File: src/rtl/cpu_fetch.sv
// Instruction prefetch unit: keeps its own fetch PC, issues halfword reads whenever
// the memory port is granted, and buffers returned instructions for decode.
module cpu_fetch #(
  parameter  int MEM_DEPTH   = 2**12,
  parameter  int QUEUE_DEPTH = 4,
  localparam int ADDR_WIDTH  = $clog2(MEM_DEPTH*2),
  localparam int LVL_W       = $clog2(QUEUE_DEPTH+1)
) (
  input  logic                  clk,
  input  logic                  rst,
  input  logic                  i_mem_gnt,
  input  logic [0:1][7:0]       i_mem_do,
  output logic [ADDR_WIDTH-1:0] o_mem_addr,
  output logic                  o_mem_en,
  output logic                  o_mem_rd_en,
  input  logic                  i_branch,
  input  logic [ADDR_WIDTH-1:0] i_branch_addr,
  output logic [15:0]           o_ir,
  output logic [ADDR_WIDTH-1:0] o_ir_pc,
  output logic                  o_ir_vld,
  input  logic                  i_ir_rdy,
  output logic [LVL_W-1:0]      o_level
);

  localparam int PTR_W = (QUEUE_DEPTH > 1) ? $clog2(QUEUE_DEPTH) : 1;

  logic [ADDR_WIDTH-1:0] fpc_q, fpc_d;
  logic [15:0]           qdata_q [QUEUE_DEPTH];
  logic [ADDR_WIDTH-1:0] qpc_q   [QUEUE_DEPTH];
  logic [PTR_W-1:0]      rd_ptr_q, rd_ptr_d;
  logic [PTR_W-1:0]      wr_ptr_q, wr_ptr_d;
  logic [LVL_W-1:0]      count_q, count_d;
  logic                  infl_q, infl_d;
  logic                  kill_q, kill_d;
  logic                  pop, push, issue;
  logic [LVL_W:0]        occupancy;
  logic                  branch_lsb_unused;

  assign branch_lsb_unused = i_branch_addr[0];

  // Slots already promised: queued entries plus the read in flight, less the one leaving now.
  assign pop       = (count_q != '0) & i_ir_rdy;
  assign occupancy = {1'b0, count_q} + (LVL_W+1)'(infl_q) - (LVL_W+1)'(pop);
  assign issue     = rst & i_mem_gnt & ~i_branch & (occupancy < (LVL_W+1)'(QUEUE_DEPTH));
  assign push      = infl_q & ~kill_q & ~i_branch;

  always_comb begin
    fpc_d    = fpc_q;
    rd_ptr_d = rd_ptr_q;
    wr_ptr_d = wr_ptr_q;
    count_d  = count_q;
    infl_d   = issue;
    kill_d   = 1'b0;
    if (i_branch) begin
      fpc_d    = {i_branch_addr[ADDR_WIDTH-1:1], 1'b0};
      rd_ptr_d = '0;
      wr_ptr_d = '0;
      count_d  = '0;
      kill_d   = infl_q;
    end else begin
      if (issue) fpc_d = fpc_q + ADDR_WIDTH'(2);
      if (pop)   rd_ptr_d = rd_ptr_q + PTR_W'(1);
      if (push)  wr_ptr_d = wr_ptr_q + PTR_W'(1);
      count_d = count_q + LVL_W'(push) - LVL_W'(pop);
    end
  end

  always_ff @(posedge clk or negedge rst) begin
    if (!rst) begin
      fpc_q    <= '0;
      rd_ptr_q <= '0;
      wr_ptr_q <= '0;
      count_q  <= '0;
      infl_q   <= 1'b0;
      kill_q   <= 1'b0;
    end else begin
      fpc_q    <= fpc_d;
      rd_ptr_q <= rd_ptr_d;
      wr_ptr_q <= wr_ptr_d;
      count_q  <= count_d;
      infl_q   <= infl_d;
      kill_q   <= kill_d;
    end
  end

  // fpc has already advanced past the outstanding read, so its address is fpc - 2.
  always_ff @(posedge clk or negedge rst) begin
    if (!rst) begin
      for (int i = 0; i < QUEUE_DEPTH; i++) begin
        qdata_q[i] <= '0;
        qpc_q[i]   <= '0;
      end
    end else if (push) begin
      qdata_q[wr_ptr_q] <= {i_mem_do[0], i_mem_do[1]};
      qpc_q[wr_ptr_q]   <= fpc_q - ADDR_WIDTH'(2);
    end
  end

  assign o_mem_addr  = fpc_q;
  assign o_mem_rd_en = issue;
  assign o_mem_en    = issue;
  assign o_ir        = qdata_q[rd_ptr_q];
  assign o_ir_pc     = qpc_q[rd_ptr_q];
  assign o_ir_vld    = (count_q != '0);
  assign o_level     = count_q;

endmodule

File: config.mk
export PLATFORM = sky130hd
export DESIGN_NAME = cpu_fetch
export DESIGN_NICKNAME = d
export VERILOG_FILES = /design/src/rtl/cpu_fetch.sv
export SDC_FILE = /design/constraint.sdc
export NUM_CORES = 1
export LEC_CHECK = 0
export BUFFER_PORTS_ARGS = -buffer_cell sky130_fd_sc_hd__buf_2
export CORE_ASPECT_RATIO = 1.1
export CORE_MARGIN = 2
export CORE_UTILIZATION = 50
export CTS_BUF_LIST = sky130_fd_sc_hd__clkbuf_16
export DETAILED_ROUTE_END_ITERATION = 6
export GPL_ROUTABILITY_DRIVEN = 0
export PLACE_DENSITY = 0.69
export SETUP_SLACK_MARGIN = 0.3
export SKIP_CTS_REPAIR_TIMING = 1
export SLEW_MARGIN = 20
export SYNTH_ARGS = -nofsm -noshare
export SYNTH_HDL_FRONTEND = slang
export SYNTH_SLANG_ARGS = --single-unit
File: constraint.sdc
create_clock -name clk -period 3.95 [get_ports clk]
set_input_delay 0.395 -clock clk [delete_from_list [all_inputs] [get_ports clk]]
set_output_delay 0.395 -clock clk [all_outputs]
set_load 0.01 [all_outputs]
# Yosys cells after proc, flatten, opt, wreduce, memory -nomap -nowiden
# Index checks and enable logic that the tools add are counted.
# word_totals
elab_cells	61
in_bits	34
regBits	138
output_inout_bits	48
# op_classes
order_cmp	4
addsub	8
bitwise	10
mux	20
reduce_logical	5
# ops
op	count
two-way mux 13 bit	5
bitwise mux 64 bit	1
bitwise mux 52 bit	1
two-way mux 16 bit	3
binary-select mux 16 bit (select 2 bit)	1
demux 16 bit (select 2 bit)	1
binary-select mux 13 bit (select 2 bit)	1
demux 13 bit (select 2 bit)	1
adder 13 x 2 -> 13 bit, second input constant	1
subtractor 13 x 2 -> 13 bit, second input constant	1
two-way mux 2 bit	4
AND 1 bit	6
>= comparator 3 bit, second input constant	2
NOT 2 -> 3 bit	2
nonzero test 2 bit	3
adder 2 x 1 -> 2 bit, second input constant	2
adder 3 x 1 -> 4 bit	1
less-than comparator 4 x 3 -> 1 bit, second input constant	1
subtractor 4 x 1 -> 4 bit	1
adder 3 x 1 -> 3 bit	1
less-than comparator 3 x 1 -> 1 bit, second input constant	1
two-way mux 3 bit	1
nonzero test 3 bit	1
subtractor 3 x 1 -> 3 bit	1
other kinds (3)	4

# Logic depth before layout (Yosys ltp)
# Gate-level depths: netlist of run 1.
# logic_depth
ltp_word	7
ltp_mapped	11
ltp_nobuf	10

# Worst setup path before layout of run 1
# OpenSTA, ideal clock, no wires.
# synth_timing
kind	register -> output
startpoint	register count_q[2] (netlist: o_level[2])
endpoint	output o_mem_rd_en
arrival_time_ns	2.936
n_path_buf	1
path_slack_ns	0.619
path_stages_with_launch	10
t_required_ns	3.555
path_cell_list	dfrtp_1 or3_2 and2_1 ha_1 inv_1 ha_1 and3b_1 or4_4 a31oi_1 buf_4
# synth_between
elab_chain_cells	5
word_cells_on_any_way	6
cone_classes	add/sub: 2; order compare: 1; bitwise: 2; reduce/logical: 1
# synth_rtl
element	line	rtl
from (decl)	32	logic [LVL_W-1:0] count_q, count_d;
from (signal assigned)	80	count_q <= count_d;
nonzero test 3 bit	-	
named net o_ir_vld	20	output logic o_ir_vld,
AND 1 bit	42	assign pop = (count_q != '0) & i_ir_rdy;
subtractor 4 x 1 -> 4 bit	43	assign occupancy = {1'b0, count_q} + (LVL_W+1)'(infl_q) - (LVL_W+1)'(pop);
less-than comparator 4 x 3 -> 1 bit	44	assign issue = rst & i_mem_gnt & ~i_branch & (occupancy < (LVL_W+1)'(QUEUE_DEPTH));
AND 1 bit	44	
to (decl)	15	output logic o_mem_rd_en,
# The timed path passes the listed nets, and every way through them passes these cells.

# Worst setup path after layout of run 1
# layout_timing
startpoint	register count_q[2] (netlist: o_level[2])
endpoint	output o_mem_rd_en
# layout_between
elab_chain_cells	5
word_cells_on_any_way	6
cone_classes	add/sub: 2; order compare: 1; bitwise: 2; reduce/logical: 1
# layout_rtl
element	line
parallel branches: the longest is 2 deep, another holds adder 3 x 1 -> 4 bit	-
subtractor 4 x 1 -> 4 bit (*)	43
less-than comparator 4 x 3 -> 1 bit (*)	44
AND 1 bit (*)	44
# Mark *: on every way between the ends.

==> flow_metrics.env, run 1 <==
export IMPL_grt_pass1_vias=4220
export IMPL_cts_root_buf="clkbuf_16"
export IMPL_cts_sinks=133
export IMPL_grt_pass1_wl_mm=21.25
export IMPL_final_hold_violation_count=0
export IMPL_via_count=4109
export IMPL_synthCells=503
export IMPL_fmax_ghz=0.2876
export IMPL_area_growth_pct=16.84
export IMPL_drive_gt1_frac=0.3618
export IMPL_core_rowCount=42
export IMPL_ir_drop_uv=367.0
export IMPL_tightestPinTransition_ns=0.8557
export IMPL_antenna_cells=0
export IMPL_synth_area_leader_cell="dfrtp_1"
export IMPL_min_period_ns=3.477
export IMPL_finalSetupTns_ns=0
export IMPL_grt_ovfl_total=0
export IMPL_antenna_found_initial=0
export IMPL_seq_area_frac_synth=0.5339
export IMPL_hpwlAfterDp_mm=8.273
export IMPL_yosys_cell_types_count=42
export IMPL_die_h_um=121.1
export IMPL_die_w_um=110.5
export IMPL_outcome="finished, final reports clean"
export IMPL_cts_buffer_depth=2
export IMPL_hold_worst_slack_ns=0.1903
export IMPL_yosys_top_cells_area="dfrtp_1 (53%), mux2_2 (12%), mux4_2 (10%), a21oi_1 (3.9%), nor2_1 (3.7%)"
export IMPL_grt_max_degree=70
export IMPL_hold_path_class="primary input to flop"
export IMPL_slew_viol_final=0
export IMPL_required_ns=3.56
export IMPL_power_density_nw_per_um2=622.0
export IMPL_stdcell_area_um2=7283
export IMPL_crit_type="flop to output pin"
export IMPL_synth_seq_cells=133
export IMPL_clock_skew_ns=0.006652
export IMPL_synth_edf_count=0
export IMPL_period_share=0.8803
export IMPL_crit_fanout=11
export IMPL_wl_per_cell_um=17.07
export IMPL_io_pins=82
export IMPL_cts_tree="done"
export IMPL_numCtsBuffers=17
export IMPL_cap_violations=0
export IMPL_firstDrtPassIters=4
export IMPL_wl_mm=12.63
export IMPL_start_util=0.5157
export IMPL_die_area_um2=13380
export IMPL_avgSynthCellArea_um2=12.39
export IMPL_worst_slack_ns=0.4727
export IMPL_synth_top_cell_area_share=0.5339
export IMPL_worst_setup_path_start_kind="flop"
export IMPL_htreeDepth=4
export IMPL_clk_latency_ns=0.41
export IMPL_clkTransAtPathRegs_ns=0.06
export IMPL_drtAntennaViolNets=0
export IMPL_synth_warnings=0
export IMPL_place_area_um2=6729
export IMPL_pre_cts_ws_ns=0.5570
export IMPL_io_buffer_count=78
export IMPL_finalSetupViolCount=0
export IMPL_end_kind="output pin"
export IMPL_viasPerCell=5.553
export IMPL_worstPathArrival_ns=3.08
export IMPL_route_detailed_drc=0
export IMPL_track_usage=0.2039
export IMPL_synth_main_ff_cell="dfrtp_1"
export IMPL_nNetsFinal=620
export IMPL_coreArea_um2=12090
export IMPL_synth_area_um2=6233
export IMPL_drt_iter0_markers=229
export IMPL_power_leakage_nw=3.389
export IMPL_grt_setup_unrepaired="false"
export IMPL_slew_headroom=0.4295
export IMPL_async_flop_share=1.000
[sequential cells by signal, indices dropped and copies added, names as in the netlist]
register    cells
qpc_q          48
o_level         3
kill_q          1
rd_ptr_q        2
qdata_q        64
wr_ptr_q        2
infl_q          1
o_mem_addr     12
[path summary, 6_finish.rpt]
| kind | from | end | slack, ns | cells past startpoint |
|---|---|---|---|---|
| setup / recovery | o_level[2]$_DFF_PN0_ | o_mem_rd_en | 0.47 | 9 |
| hold / removal | i_branch_addr[7] | o_mem_addr[7]$_DFFE_PN0P_ | 0.19 | 3 |
| setup reg to reg | o_level[2]$_DFF_PN0_ | o_mem_addr[12]$_DFFE_PN0P_ | 0.79 | 11 |
| min in group asynchronous | rst | o_mem_addr[7]$_DFFE_PN0P_ | 0.36 | 2 |
| max in group asynchronous | rst | qdata_q[51]$_DFFE_PN0P_ | 2.53 | 3 |
| hold reg to reg | qdata_q[11]$_DFFE_PN0P_ | qdata_q[11]$_DFFE_PN0P_ | 0.50 | 1 |
[cell type report]
class / count / area, um2
Multi-Input combinational cell: 318 / 2690
Inverter: 11 / 41.29
Sequential cell: 133 / 3329
Fill cell: 994 / 4803
Timing Repair Buffer: 93 / 508.0
Clock buffer: 17 / 425.4
Clock inverter: 14 / 96.34
Tap cell: 154 / 192.7
[worst max-delay path, stage by stage (launching register included)]
cell,delay [ns]
dfrtp_1,0.40
or3_2,0.49
and2_1,0.23
ha_1,0.19
inv_1,0.06
ha_1,0.21
and3b_1,0.18
or4_4,0.52
a31oi_4,0.23
buf_2,0.16
[Yosys cell counts (all sizes together) (2+ instances only)]
cell type	number
clkbuf	18
mux4	28
a31oi	5
nand2b	2
o21ai	11
dfrtp	133
xnor2	19
and2	8
nand3b	2
nand2	21
a311oi	6
and3b	2
or4	2
mux2	64
xor2	6
inv	11
nor2	61
nand3	2
buf	24
nor3	3
ha	11
nand4	4
a21oi	48
[kinds of logic (layout without fill, tap and decap cells)]
family | count (synthesis) | after routing | share of synthesized area
xor+xnor | 25 | 25 | 0.03513
flops | 133 | 133 | 0.5339
simple gates | 114 | 114 | 0.08471
other cells | 1 | 2 | 0.0006016
compound gates | 72 | 72 | 0.06443
buf+inv | 53 | 135 | 0.03753
mux | 93 | 93 | 0.2184
fa+ha+maj | 12 | 12 | 0.02529
[power breakdown]
group,switching (W),internal [W]
Sequential,0.000209,0.00161
Clock,0.000549,0.000840
Combinational,0.000616,0.000702
Total,0.00137,0.00316
[through the flow]
step	util	power, W	instances
2_1_floorplan	-	0.002703	504
3_3_place_gp	0.5567	0.003121	707
3_5_place_dp	0.5567	0.003176	707
4_1_cts	0.5999	0.004578	738
5_1_grt	0.6026	0.004795	740
6_report	0.6026	0.004530	740
[routing by layer]
layer	track usage	routed length, um	share of wire	vias to the layer above
met2	0.3282	6119	0.48	122
met5	0	0	0	-
met1	0.2737	5675	0.45	2060
li1	-	-	-	1910
met4	0.08672	191	0.015	0
met3	0.03996	643	0.051	17
[cell usage in the layout, fill, tap and decap left out, types with 5 or more instances in the layout]
master	n
dfrtp_1	132
buf_2	77
mux2_2	64
nor2_1	61
a21oi_1	48
mux4_2	28
nand2_1	21
xnor2_1	19
clkbuf_16	17
buf_4	15
inv_1	12
ha_1	11
and2_1	8
o21ai_1	7
clkinv_1	7
xor2_1	6
a311oi_1	5
(Power assumes the default switching activity.)
==> run 2, diff against run 1 <==
ABC_AREA = 1   (was default)
CTS_CLUSTER_SIZE = 40   (was default)
PLACE_DENSITY = 0.68   (was 0.69)
==> flow_metrics.env, run 2 <==
export IMPL_synthTopCellsByCount="nand2_1 (248), o21ai_0 (145), dfrtp_1 (133), nor2_1 (77), inv_1 (49)"
export IMPL_yosys_top_cells_area="dfrtp_1 (51%), nand2_1 (14%), o21ai_0 (11%), nor2_1 (4.4%), inv_1 (2.8%)"
export IMPL_period_share=0.8011
export IMPL_drt_iter0_markers=485
export IMPL_crit_type="flop to output pin"
export IMPL_fmax_ghz=0.3160
export IMPL_die_area_um2=14090
export IMPL_crit_end="o_mem_en"
export IMPL_layout_common_cells="nand2_1 (248), o21ai_0 (145), dfrtp_1 (132)"
export IMPL_grt_max_degree=72
export IMPL_viasPerCell=5.442
export IMPL_cts_root_buf="clkbuf_16"
export IMPL_coreArea_um2=12750
export IMPL_fill_cells=1138
export IMPL_via_count=5714
export IMPL_drtAntennaViolNets=0
export IMPL_tightestPinTransition_ns=1.082
export IMPL_power_leakage_nw=3.920
export IMPL_clock_skew_ns=0.003887
export IMPL_synth_edf_count=0
export IMPL_largest_register="qdata_q"
export IMPL_antenna_found_initial=0
export IMPL_io_pins=82
export IMPL_track_usage=0.2342
export IMPL_finalSetupViolCount=0
export IMPL_nNetsFinal=927
export IMPL_final_util=0.5860
export IMPL_synth_top_cell_area_share=0.5059
export IMPL_place_area_um2=6957
export IMPL_start_util=0.5159
export IMPL_rr_endpoint="o_mem_addr[8]$_DFFE_PN0P_"
export IMPL_avgSynthCellArea_um2=7.984
export IMPL_seq_area_frac_synth=0.5059
export IMPL_yosys_cell_types_count=32
export IMPL_ff2ff_setup_slack_ns=1.34
export IMPL_power_density_nw_per_um2=618.4
export IMPL_slew_viol_final=0
export IMPL_slew_headroom=0.2781
export IMPL_htreeDepth=4
export IMPL_synth_seq_cells=133
export IMPL_stdcell_area_um2=7472
export IMPL_ir_drop_uv=284.4
export IMPL_grt_pass1_wl_mm=26.44
export IMPL_crit_fanout=14
export IMPL_synth_main_ff_cell="dfrtp_1"
export IMPL_synth_area_leader_cell="dfrtp_1"
export IMPL_wl_per_cell_um=14.71
export IMPL_rr_worst_depth=12
export IMPL_hpwlAfterDp_mm=9.478
export IMPL_final_hold_violation_count=0
export IMPL_synth_area_um2=6579
export IMPL_finalSetupTns_ns=0
export IMPL_min_period_ns=3.164
export IMPL_grt_ovfl_total=0
export IMPL_clkTransAtPathRegs_ns=0.05
export IMPL_grt_pass1_vias=5474
export IMPL_die_w_um=113.4
export IMPL_largest_reg_flops=64
export IMPL_required_ns=3.56
export IMPL_die_h_um=124.3
export IMPL_firstDrtPassIters=5
export IMPL_outcome="finished, final reports clean"
export IMPL_grt_setup_unrepaired="false"
export IMPL_cts_sinks=133
export IMPL_worst_setup_path_start_kind="flop"
export IMPL_startpoint="o_level[1]$_DFF_PN0_"
export IMPL_total_power_w=0.004621
export IMPL_route_detailed_drc=0
export IMPL_end_kind="output pin"
export IMPL_synthCells=824
export IMPL_cts_buffer_depth=2
export IMPL_io_buffer_count=78
export IMPL_async_flop_share=1.000
export IMPL_drive_gt1_frac=0.1523
export IMPL_worstPathArrival_ns=2.77
export IMPL_final_common_cell="nand2_1"
export IMPL_clk_latency_ns=0.41
export IMPL_cap_violations=0
export IMPL_cts_tree="done"
export IMPL_timing_rr_start="o_level[1]$_DFF_PN0_"
export IMPL_wl_mm=15.45
export IMPL_synth_warnings=0
export IMPL_core_rowCount=43
export IMPL_numCtsBuffers=17
export IMPL_area_growth_pct=13.58
export IMPL_min_path_cells=5
export IMPL_synth_most_common_cell="nand2_1"
export IMPL_antenna_cells=0
export IMPL_hold_path_class="primary input to flop"
[run 2: cells by family after synthesis]
kind of cell / Yosys count / synth area share
xor gates and xnor gates: 7 / 0.01160
adders and majority gates: 12 / 0.02396
DFF: 133 / 0.5059
and+or+nand+nor: 377 / 0.2330
buffers and inverters: 106 / 0.07474
AOI/OAI and AO/OA: 188 / 0.1502
other: 1 / 0.0005700
[run 2: worst max-delay path, cell delays in order (launching register included)]
cell,delay [ns]
dfrtp_1,0.42
inv_1,0.10
a21boi_0,0.44
ha_1,0.23
inv_1,0.05
ha_1,0.29
nand3_1,0.10
a21oi_1,0.15
nor2_1,0.07
nand2_2,0.23
inv_1,0.11
buf_2,0.15
[run 2: report_power, final]
group	total, W	switching, W	internal (W)	leakage [nW]
clock network	0.00136	0.000535	0.000829	0.261
logic	0.00152	0.000960	0.000562	1.85
registers	0.00173	0.000165	0.00157	1.81
total	0.00462	0.00166	0.00296	3.92
[run 2: layout make-up]
cell class / count / area [um2] / share of cell area
multi-input combinational: 586 / 2763 / 0.3697
timing repair buffer: 87 / 462.9 / 0.06196
clock buffer: 17 / 425.4 / 0.05693
sequential: 133 / 3329 / 0.4456
clock inverter: 14 / 80.08 / 0.01072
inverter: 56 / 215.2 / 0.02880
tap: 157 / 196.4 / 0.02629
[run 2: how the worst min path moves through the flow]
stage	startpoint	end	slack, ns
after floorplan	rst	infl_q$_DFF_PN0_	0.1
after global placement	rst	qdata_q[20]$_DFFE_PN0P_	0.32
after detailed placement	rst	qdata_q[52]$_DFFE_PN0P_	0.34
after global routing	i_branch_addr[12]	o_mem_addr[12]$_DFFE_PN0P_	0.28
after CTS	rst	qdata_q[49]$_DFFE_PN0P_	-0.11
final	i_branch_addr[6]	o_mem_addr[6]$_DFFE_PN0P_	0.27
[run 2: stage by stage]
step	cells	worst slack, ns	hold WS (ns)
floorplan	825	1.368	0.09941
global placement	1018	1.221	0.3234
detailed placement	1018	1.188	0.3353
CTS	1049	0.7139	-0.1104
global route	1050	0.4511	0.2768
finish	1050	0.7855	0.2687
[run 2: layer usage]
layer | global-route usage | wire [um] | up-vias
li1 | - | - | 2770
met1 | 0.3126 | 6924 | 2742
met2 | 0.3734 | 7392 | 179
met3 | 0.05450 | 842 | 23
met4 | 0.08752 | 289 | 0
met5 | 0 | 0 | -
